==> src/rtl/la32_pkg.sv <==
// rtl/la32_pkg.sv - LA32R decode constants, ALU one-hot indices and ID->EX bundle layout
package la32_pkg;

  localparam int DST_W    = 6;
  localparam int ALU_OP_W = 12;

  localparam int ALU_ADD  = 0;
  localparam int ALU_SUB  = 1;
  localparam int ALU_SLT  = 2;
  localparam int ALU_SLTU = 3;
  localparam int ALU_AND  = 4;
  localparam int ALU_OR   = 5;
  localparam int ALU_NOR  = 6;
  localparam int ALU_XOR  = 7;
  localparam int ALU_SLL  = 8;
  localparam int ALU_SRL  = 9;
  localparam int ALU_SRA  = 10;
  localparam int ALU_LUI  = 11;

  localparam logic [16:0] OP_ADD_W  = 17'h00020;
  localparam logic [16:0] OP_SUB_W  = 17'h00022;
  localparam logic [16:0] OP_SLT    = 17'h00024;
  localparam logic [16:0] OP_SLTU   = 17'h00025;
  localparam logic [16:0] OP_NOR    = 17'h00028;
  localparam logic [16:0] OP_AND    = 17'h00029;
  localparam logic [16:0] OP_OR     = 17'h0002a;
  localparam logic [16:0] OP_XOR    = 17'h0002b;
  localparam logic [16:0] OP_SLLI_W = 17'h00081;
  localparam logic [16:0] OP_SRLI_W = 17'h00089;
  localparam logic [16:0] OP_SRAI_W = 17'h00091;
  localparam logic [9:0]  OP_ADDI_W = 10'h00a;
  localparam logic [9:0]  OP_LD_W   = 10'h0a2;
  localparam logic [9:0]  OP_ST_W   = 10'h0a6;
  localparam logic [6:0]  OP_LU12I_W = 7'h0a;
  localparam logic [5:0]  OP_JIRL   = 6'h13;
  localparam logic [5:0]  OP_B      = 6'h14;
  localparam logic [5:0]  OP_BL     = 6'h15;
  localparam logic [5:0]  OP_BEQ    = 6'h16;
  localparam logic [5:0]  OP_BNE    = 6'h17;

  localparam int F_PC_LSB   = 0;
  localparam int F_RKD_LSB  = 32;
  localparam int F_SRC2_LSB = 64;
  localparam int F_SRC1_LSB = 96;
  localparam int F_DEST_LSB = 128;
  localparam int F_RF_WE    = 133;
  localparam int F_ST       = 134;
  localparam int F_LD       = 135;
  localparam int F_ALU_LSB  = 136;
  localparam int ID_EX_WIDTH = 148;

  typedef enum logic [1:0] {
    SRC2_RK   = 2'd0,
    SRC2_IMM  = 2'd1,
    SRC2_FOUR = 2'd2
  } src2_sel_e;

  typedef struct packed {
    logic [ALU_OP_W-1:0] alu_op;
    logic                ld;
    logic                st;
    logic                rf_we;
    logic [4:0]          dest;
    logic [4:0]          raddr1;
    logic [4:0]          raddr2;
    logic                use_r1;
    logic                use_r2;
    logic                src1_pc;
    src2_sel_e           src2_sel;
    logic [31:0]         imm;
    logic [31:0]         br_offs;
    logic                jump;
    logic                is_jirl;
    logic                is_beq;
    logic                is_bne;
  } decode_t;

  function automatic logic dst_hit(logic [4:0] r, logic [DST_W-1:0] dst);
    return dst[DST_W-1] && (dst[4:0] == r);
  endfunction

endpackage

==> src/rtl/id_decode.sv <==
// rtl/id_decode.sv - combinational LA32R subset decoder: controls, immediates, register indices
module id_decode
  import la32_pkg::*;
(
  input  logic [31:0] inst,
  output decode_t     dec
);

  logic [4:0]  rd, rj, rk;
  logic [16:0] op17;
  logic [9:0]  op10;
  logic [6:0]  op7;
  logic [5:0]  op6;
  logic [31:0] si12, ui5, si20, offs16, offs26;
  logic        rr, sh;

  assign rd     = inst[4:0];
  assign rj     = inst[9:5];
  assign rk     = inst[14:10];
  assign op17   = inst[31:15];
  assign op10   = inst[31:22];
  assign op7    = inst[31:25];
  assign op6    = inst[31:26];
  assign si12   = {{20{inst[21]}}, inst[21:10]};
  assign ui5    = {27'b0, inst[14:10]};
  assign si20   = {inst[24:5], 12'b0};
  assign offs16 = {{14{inst[25]}}, inst[25:10], 2'b00};
  assign offs26 = {{4{inst[9]}}, inst[9:0], inst[25:10], 2'b00};

  always_comb begin
    dec          = '0;
    dec.src2_sel = SRC2_RK;
    dec.raddr1   = rj;
    dec.raddr2   = rk;
    dec.dest     = rd;
    rr           = 1'b0;
    sh           = 1'b0;

    case (op17)
      OP_ADD_W:  begin rr = 1'b1; dec.alu_op[ALU_ADD]  = 1'b1; end
      OP_SUB_W:  begin rr = 1'b1; dec.alu_op[ALU_SUB]  = 1'b1; end
      OP_SLT:    begin rr = 1'b1; dec.alu_op[ALU_SLT]  = 1'b1; end
      OP_SLTU:   begin rr = 1'b1; dec.alu_op[ALU_SLTU] = 1'b1; end
      OP_NOR:    begin rr = 1'b1; dec.alu_op[ALU_NOR]  = 1'b1; end
      OP_AND:    begin rr = 1'b1; dec.alu_op[ALU_AND]  = 1'b1; end
      OP_OR:     begin rr = 1'b1; dec.alu_op[ALU_OR]   = 1'b1; end
      OP_XOR:    begin rr = 1'b1; dec.alu_op[ALU_XOR]  = 1'b1; end
      OP_SLLI_W: begin sh = 1'b1; dec.alu_op[ALU_SLL]  = 1'b1; end
      OP_SRLI_W: begin sh = 1'b1; dec.alu_op[ALU_SRL]  = 1'b1; end
      OP_SRAI_W: begin sh = 1'b1; dec.alu_op[ALU_SRA]  = 1'b1; end
      default: ;
    endcase

    if (rr) begin
      dec.rf_we  = 1'b1;
      dec.use_r1 = 1'b1;
      dec.use_r2 = 1'b1;
    end
    if (sh) begin
      dec.rf_we    = 1'b1;
      dec.use_r1   = 1'b1;
      dec.src2_sel = SRC2_IMM;
      dec.imm      = ui5;
    end

    // Stores read rd through port 2 so rkd carries the store data.
    case (op10)
      OP_ADDI_W, OP_LD_W: begin
        dec.alu_op[ALU_ADD] = 1'b1;
        dec.rf_we    = 1'b1;
        dec.ld       = (op10 == OP_LD_W);
        dec.use_r1   = 1'b1;
        dec.src2_sel = SRC2_IMM;
        dec.imm      = si12;
      end
      OP_ST_W: begin
        dec.alu_op[ALU_ADD] = 1'b1;
        dec.st       = 1'b1;
        dec.use_r1   = 1'b1;
        dec.use_r2   = 1'b1;
        dec.raddr2   = rd;
        dec.src2_sel = SRC2_IMM;
        dec.imm      = si12;
      end
      default: ;
    endcase

    if (op7 == OP_LU12I_W) begin
      dec.alu_op[ALU_LUI] = 1'b1;
      dec.rf_we    = 1'b1;
      dec.src2_sel = SRC2_IMM;
      dec.imm      = si20;
    end

    case (op6)
      OP_JIRL, OP_BL: begin
        dec.alu_op[ALU_ADD] = 1'b1;
        dec.rf_we    = 1'b1;
        dec.jump     = 1'b1;
        dec.src1_pc  = 1'b1;
        dec.src2_sel = SRC2_FOUR;
        dec.is_jirl  = (op6 == OP_JIRL);
        dec.use_r1   = (op6 == OP_JIRL);
        dec.dest     = (op6 == OP_BL) ? 5'd1 : rd;
        dec.br_offs  = (op6 == OP_BL) ? offs26 : offs16;
      end
      OP_B: begin
        dec.jump    = 1'b1;
        dec.br_offs = offs26;
      end
      OP_BEQ, OP_BNE: begin
        dec.is_beq  = (op6 == OP_BEQ);
        dec.is_bne  = (op6 == OP_BNE);
        dec.use_r1  = 1'b1;
        dec.use_r2  = 1'b1;
        dec.raddr2  = rd;
        dec.br_offs = offs16;
      end
      default: ;
    endcase
  end

endmodule

==> src/rtl/id_stage.sv <==
// rtl/id_stage.sv - LA32R decode stage: pipeline register, RAW stall, branch resolve, EX bundle
module id_stage
  import la32_pkg::*;
#(
  parameter int ID_EX_W  = 148,
  parameter bit CHECK_WB = 1'b1
) (
  input  logic               clk,
  input  logic               resetn,
  input  logic               if_to_id_valid,
  input  logic [63:0]        if_to_id_data,
  output logic               id_allow,
  output logic [32:0]        id_to_if_data,
  input  logic               ex_allow,
  output logic               id_to_ex_valid,
  output logic [ID_EX_W-1:0] id_to_ex_data,
  output logic [4:0]         rf_raddr1,
  output logic [4:0]         rf_raddr2,
  input  logic [31:0]        rf_rdata1,
  input  logic [31:0]        rf_rdata2,
  input  logic [DST_W-1:0]   ex_dst,
  input  logic [DST_W-1:0]   mem_dst,
  input  logic [DST_W-1:0]   wb_dst
);

  if (ID_EX_W != ID_EX_WIDTH) begin : g_bad_width
    $error("id_stage: ID_EX_W must match the package bundle layout");
  end

  logic        id_valid_q, id_valid_d;
  logic [31:0] id_pc_q, id_pc_d;
  logic [31:0] id_inst_q, id_inst_d;

  decode_t          dec;
  logic [DST_W-1:0] wb_cmp;
  logic             r1_haz, r2_haz, stall, id_ready;
  logic             br_eq, br_taken;
  logic [31:0]      br_target, src1, src2;
  logic             rf_we;

  id_decode u_decode (
    .inst (id_inst_q),
    .dec  (dec)
  );

  assign rf_raddr1 = dec.raddr1;
  assign rf_raddr2 = dec.raddr2;

  // A write-through regfile makes the WB stage invisible to the hazard compare.
  assign wb_cmp = CHECK_WB ? wb_dst : '0;

  always_comb begin
    r1_haz = dec.use_r1 && (dec.raddr1 != 5'd0) &&
             (dst_hit(dec.raddr1, ex_dst) || dst_hit(dec.raddr1, mem_dst) ||
              dst_hit(dec.raddr1, wb_cmp));
    r2_haz = dec.use_r2 && (dec.raddr2 != 5'd0) &&
             (dst_hit(dec.raddr2, ex_dst) || dst_hit(dec.raddr2, mem_dst) ||
              dst_hit(dec.raddr2, wb_cmp));
    stall    = id_valid_q && (r1_haz || r2_haz);
    id_ready = !stall;
  end

  always_comb begin
    br_eq     = (rf_rdata1 == rf_rdata2);
    br_taken  = id_valid_q && id_ready &&
                (dec.jump || (dec.is_beq && br_eq) || (dec.is_bne && !br_eq));
    br_target = (dec.is_jirl ? rf_rdata1 : id_pc_q) + dec.br_offs;
  end

  always_comb begin
    src1 = dec.src1_pc ? id_pc_q : rf_rdata1;
    case (dec.src2_sel)
      SRC2_IMM:  src2 = dec.imm;
      SRC2_FOUR: src2 = 32'd4;
      default:   src2 = rf_rdata2;
    endcase
    rf_we = dec.rf_we && (dec.dest != 5'd0);
  end

  assign id_allow       = !id_valid_q || (id_ready && ex_allow);
  assign id_to_ex_valid = id_valid_q && id_ready;
  assign id_to_if_data  = {br_taken, br_target};
  assign id_to_ex_data  = {dec.alu_op, dec.ld, dec.st, rf_we, dec.dest,
                           src1, src2, rf_rdata2, id_pc_q};

  // A taken branch squashes whatever fetch offers on the same edge.
  always_comb begin
    id_valid_d = id_valid_q;
    id_pc_d    = id_pc_q;
    id_inst_d  = id_inst_q;
    if (id_allow) begin
      id_valid_d = if_to_id_valid && !br_taken;
      id_pc_d    = if_to_id_data[63:32];
      id_inst_d  = if_to_id_data[31:0];
    end
  end

  always_ff @(posedge clk or negedge resetn) begin
    if (!resetn) begin
      id_valid_q <= 1'b0;
      id_pc_q    <= 32'd0;
      id_inst_q  <= 32'd0;
    end else begin
      id_valid_q <= id_valid_d;
      id_pc_q    <= id_pc_d;
      id_inst_q  <= id_inst_d;
    end
  end

endmodule

==> config.mk <==
export PLATFORM = sky130hd
export DESIGN_NAME = id_stage
export DESIGN_NICKNAME = d
export VERILOG_FILES = /design/src/rtl/la32_pkg.sv /design/src/rtl/id_decode.sv /design/src/rtl/id_stage.sv
export SDC_FILE = /design/constraint.sdc
export NUM_CORES = 1
export LEC_CHECK = 0
export CAP_MARGIN = 10
export CORE_AREA = 2 2 132 134
export DETAILED_ROUTE_END_ITERATION = 8
export DIE_AREA = 0 0 134 136
export PLACE_DENSITY = 0.8
export SLEW_MARGIN = 0
export SYNTH_ARGS = -nofsm -noshare
export SYNTH_HDL_FRONTEND = slang
export SYNTH_SLANG_ARGS = --single-unit
==> constraint.sdc <==
create_clock -name clk -period 5.8 [get_ports clk]
set_clock_uncertainty 0.2 [all_clocks]
set_input_delay 0.87 -clock clk [delete_from_list [all_inputs] [get_ports clk]]
set_output_delay 0.87 -clock clk [all_outputs]
set_load 0.02 [all_outputs]
* After elaboration in Yosys (flattened, before gate mapping) *
Cells that the tools add are included.

cells by class
  mux-type cells = 44
  reduce and logical (&&, ||, !) cells = 40
  equality and inequality tests = 29
  add/sub/neg operators = 1

operators with widths
  kind                 number
  $eq 17x6->1 const B  8
  $mux 33              3
  $mux 32              3
  $pmux 32 s3          1
  $pmux 32 s2          1
  $eq 17x8->1 const B  3
  $add 32x32->32       1
  $eq 32x32->1         1
  $eq 5x5->1           6
  $eq 6x5->1 const B   5
  $mux 1               28
  $eq 10x8->1 const B  2
  $logic_and 1x1->1    18
  $mux 5               3
  $reduce_bool 5->1    3
  $eq 10x4->1 const B  1
  $reduce_or 3->1      3
  $logic_or 1x1->1     8
  $reduce_or 8->1      1
  $eq 7x4->1 const B   1
  $mux 6               1
  $reduce_or 2->1      3
  $logic_not 1->1      4
  $mux 2               2
  4 further kinds      4

storage, ports and cells
  word-level logic and storage cells = 117
  register bits after elaboration = 65
  input bits = 150
  output and inout port bits = 193

* Longest topological paths before layout *
  depth in word-level cells = 16
  gate-level depth with buffers = 19
  gate-level depth less buffers = 16

* By module *
A second synthesis with hierarchy kept.

unflattened totals
  cells, all modules = 784
  area, all modules = 7528.5 µm²

by module, submodules not included
  module     area each (µm²)  sequential area each (µm²)  instances  cells an instance
  id_stage   6393.6           1626.6                      1          608
  id_decode  1134.8           0.0                         1          176

* Worst setup path before layout *
OpenSTA, ideal clock, no wires.

  path kind = register -> output
  from = reg id_inst_q[29]
  to = out id_to_if_data[31]
  stages on the path, launching flop included = 17
  required time = 4.730 ns
  path slack = 0.057 ns
  path buffers = 3
  arrival time = 4.673 ns
  path through = dfrtp_1 > buf_2 > or3b_1 > buf_2 > nor3_1 > clkbuf_1 > mux2_2 > ha_1 > o21ai_0 > o21bai_1 > o2111ai_1 > a311o_1 > a31oi_1 > o221ai_1 > a21oi_1 > nor4_1 > a311oi_1

between the ends
  cells in the longest elaborated chain, start to end = 5
  elaborated cells between the ends (all ways) = 12
  those cells by class = add/sub: 1; eq/ne: 5; mux: 4; reduce/logical: 2

RTL lines
  element                               line                                                 text
  start, declared                       id_stage.sv:32                                       logic [31:0] id_inst_q, id_inst_d;
  start signal, assigned                id_stage.sv:106                                      id_inst_q <= id_inst_d;
  $eq 6x5->1, on equally long branches  id_decode.sv:95, id_decode.sv:105, id_decode.sv:102
  $reduce_or 2->1                       id_decode.sv:95                                      case (op6)
  $mux 1                                id_decode.sv:95
  $mux 32                               id_stage.sv:67                                       br_target = (dec.is_jirl ? rf_rdata1 : id_pc_q) + dec.br_offs;
  $add 32x32->32 (*)                    id_stage.sv:67
  end, declared                         id_stage.sv:13                                       output logic [32:0] id_to_if_data,

Every way passes the cells marked *; elsewhere a longest branch is shown, timed or not.

* Worst setup path after layout *
  from = reg id_inst_q[30]
  to = out id_to_if_data[22]

Same word-level chain as after synthesis.

==> run metrics <==
Hold Path Class reg -> reg; Rows 48; mean post-synth cell area 9.30 µm²; crit path DAT 4.54 ns; Slew Limit Fails 0; placed cell area 10,400 µm²; largest net degree at the start of global routing 66; root buffer cell clkbuf_16; Slew @ Worst Pin 0.997 ns; worst vdd ir 0.000146 V; wire per inst 23.1 µm; initial antenna violation count 1; critical path endpoint category primary output; post-synthesis sequential area ratio 23.4%; # DRC 0; # Max-Cap Violations 0; drt pass-1 iters 5; most common cell after layout, fill and taps aside clkdlybuf4s50_1; Final min period 5.61 ns; global route total overflow 0; first-pass GRT wire length 43,500 µm; GRT Overall Usage 32.0%; vias in the first global route 7,134; Post-synth EDFFs 0; via/cell ratio 5.64; clock tree buffer depth 2; latest clock arrival within the worst-skew pair 0.35 ns; Die Y-Extent 136 µm; n_diodes 0; # fillers 1,421; Tot Pwr 2.16 mW; P_leak 4.47 nW; Crit path required time 4.73 ns; Iteration-0 DRC Markers 537; outcome finished, final reports clean; relative slew slack 33.5%; clock buffer count from CTS 9; Seq cells post-synth 65; Hold Fails Final Rpt 0; Top-Level Pins 343; Routed Antenna Nets 0; starting density of the core 41.1%; RePlAce Congestion 0.958; Routed WL 29,700 µm; Max Freq 178 MHz; unrepaired setup endpoints after global routing no; DP HPWL 23,000 µm; htree depth 3; most common flop cell mapped by yosys dfrtp_1; synthesized cell area 6940 µm²; layout cells sized above 1 15.6%; synth warn 0; Post-Synthesis Cells 746; area grow syn2layout 55.3%; via count 7,249; Core Area 16,900 µm²; Setup CP Type reg -> out; Async SR Flop Fraction 100%; crit share post-route 96.8%; r2r setup slk 1.39 ns; die area 18,200 µm²; CP startpoint kind register; most frequent cells in the layout clkdlybuf4s50_1, mux2_2, dfrtp_1; Net Count, Synth 926; post-CTS setup buffer count 0; Crit Path Max Fanout 18; CTS tree yes; Cell variety after synth 66; Die Wd 134 µm; fin nets 1,237; Pwr Density 201 nW/µm²; Final setup viols 0; Worst-path clk slew 0.06 ns; design area 10,800 µm²; Port Buffers 342; Clock Sinks 65; Core Util, Final 63.8%
[layer usage]
layer / vias up / track usage (%) / routed length (µm)
met2: 369 / 52.7 / 14000
met3: 66 / 6.23 / 2200
li1: 3325 / - / -
met5: - / 0 / 0
met1: 3489 / 42.3 / 12600
met4: 0 / 10.2 / 919
[path summary, 6_finish.rpt]
path / start / endpoint / cells after the start
max in group asynchronous: resetn / id_pc_q[19] / 1
max reg2reg: id_inst_q[31] / id_inst_q[18] / 11
min reg2reg: id_inst_q[10] / id_inst_q[10] / 1
min in group asynchronous: resetn / id_pc_q[4] / 1
min: id_inst_q[10] / id_inst_q[10] / 1
max: id_inst_q[30] / id_to_if_data[22] / 14
[Yosys cell counts (all sizes together), types with 5 or more instances]
master	instances	share of area, %
mux2	128	21
dfrtp	65	23
xnor2	60	7.6
buf	51	6.1
nor2	51	2.8
nand2	30	1.6
ha	29	5.2
clkbuf	28	1.5
a21oi	26	1.9
a21o	25	2.7
xor2	25	3.2
nor2b	24	2.2
o21ai	21	1.5
a221o	19	2.7
nand4	18	1.6
nor3	14	1.1
inv	13	0.70
nor4	10	0.90
nand2b	9	0.81
mux2i	8	1.2
nand3	8	0.58
a211oi	6	0.65
a22oi	6	0.65
o21bai	6	0.65
and2	5	0.45
and3	5	0.47
[critical path: stages (launching register included)]
cell             delay (ns)
dfrtp_1                0.40
or3b_1                 0.40
nor3_2                 0.17
buf_4                  0.21
buf_12                 0.18
mux2_2                 0.35
ha_1                   0.37
a21o_1                 0.19
a21o_1                 0.18
a21o_1                 0.19
a32o_1                 0.23
o21a_2                 0.24
o22ai_4                0.20
xnor2_1                0.18
clkdlybuf4s50_1        0.67
[power by group]
| group | internal (mW) | total [mW] | switching [mW] |
|---|---|---|---|
| Sequential | 0.495 | 0.557 | 0.0621 |
| Combinational | 0.487 | 0.992 | 0.505 |
| Clock | 0.388 | 0.611 | 0.224 |
| Total | 1.37 | 2.16 | 0.791 |
[area by class of cell]
type / instances / area (µm²) / area share, %
clock buffers: 11 / 243 / 2.25
clock inverters: 4 / 77.6 / 0.720
inverters: 13 / 48.8 / 0.453
multi-input cells: 589 / 4790 / 44.5
flip-flops and latches: 65 / 1630 / 15.1
well taps: 225 / 282 / 2.61
repair buffers: 379 / 3700 / 34.4
[through the flow]
stage	hold slack, ns	instances	setup TNS (ns)	setup slack [ns]
floorplan	0.302	746	0	0.0570
global placement	0.315	1271	-0.115	-0.0742
detailed placement	0.324	1271	-0.117	-0.0783
CTS	0.337	1286	0	0.00241
global route	0.369	1286	0	0.0111
finish	0.336	1286	0	0.186
[sequential cells by signal, indices dropped and copies added, names as in the netlist]
register    flops
id_inst_q      32
id_valid_q      1
id_pc_q        32
[timing repair]
item / in CTS / in global routing
resized for setup: 11 / 23
pin swaps: 0 / 0
setup endpoints to repair: 11 / 12
hold buffers: 0 / 0
endpoints found under the hold margin: 0 / 0
[kinds of logic (layout without fill, tap and decap cells)]
family	count (synthesis)	after routing	share of synthesized area, %
XOR/XNOR	85	85	10.7
AND/OR/NAND/NOR	198	198	15.3
multiplexers	136	136	22.0
flip-flops	65	65	23.4
adder cells (fa/ha/maj)	30	30	5.52
buffers and inverters	92	407	8.32
AO/OA/AOI/OAI	140	140	14.6
No activity file was read; power rests on OpenSTA's default activity.
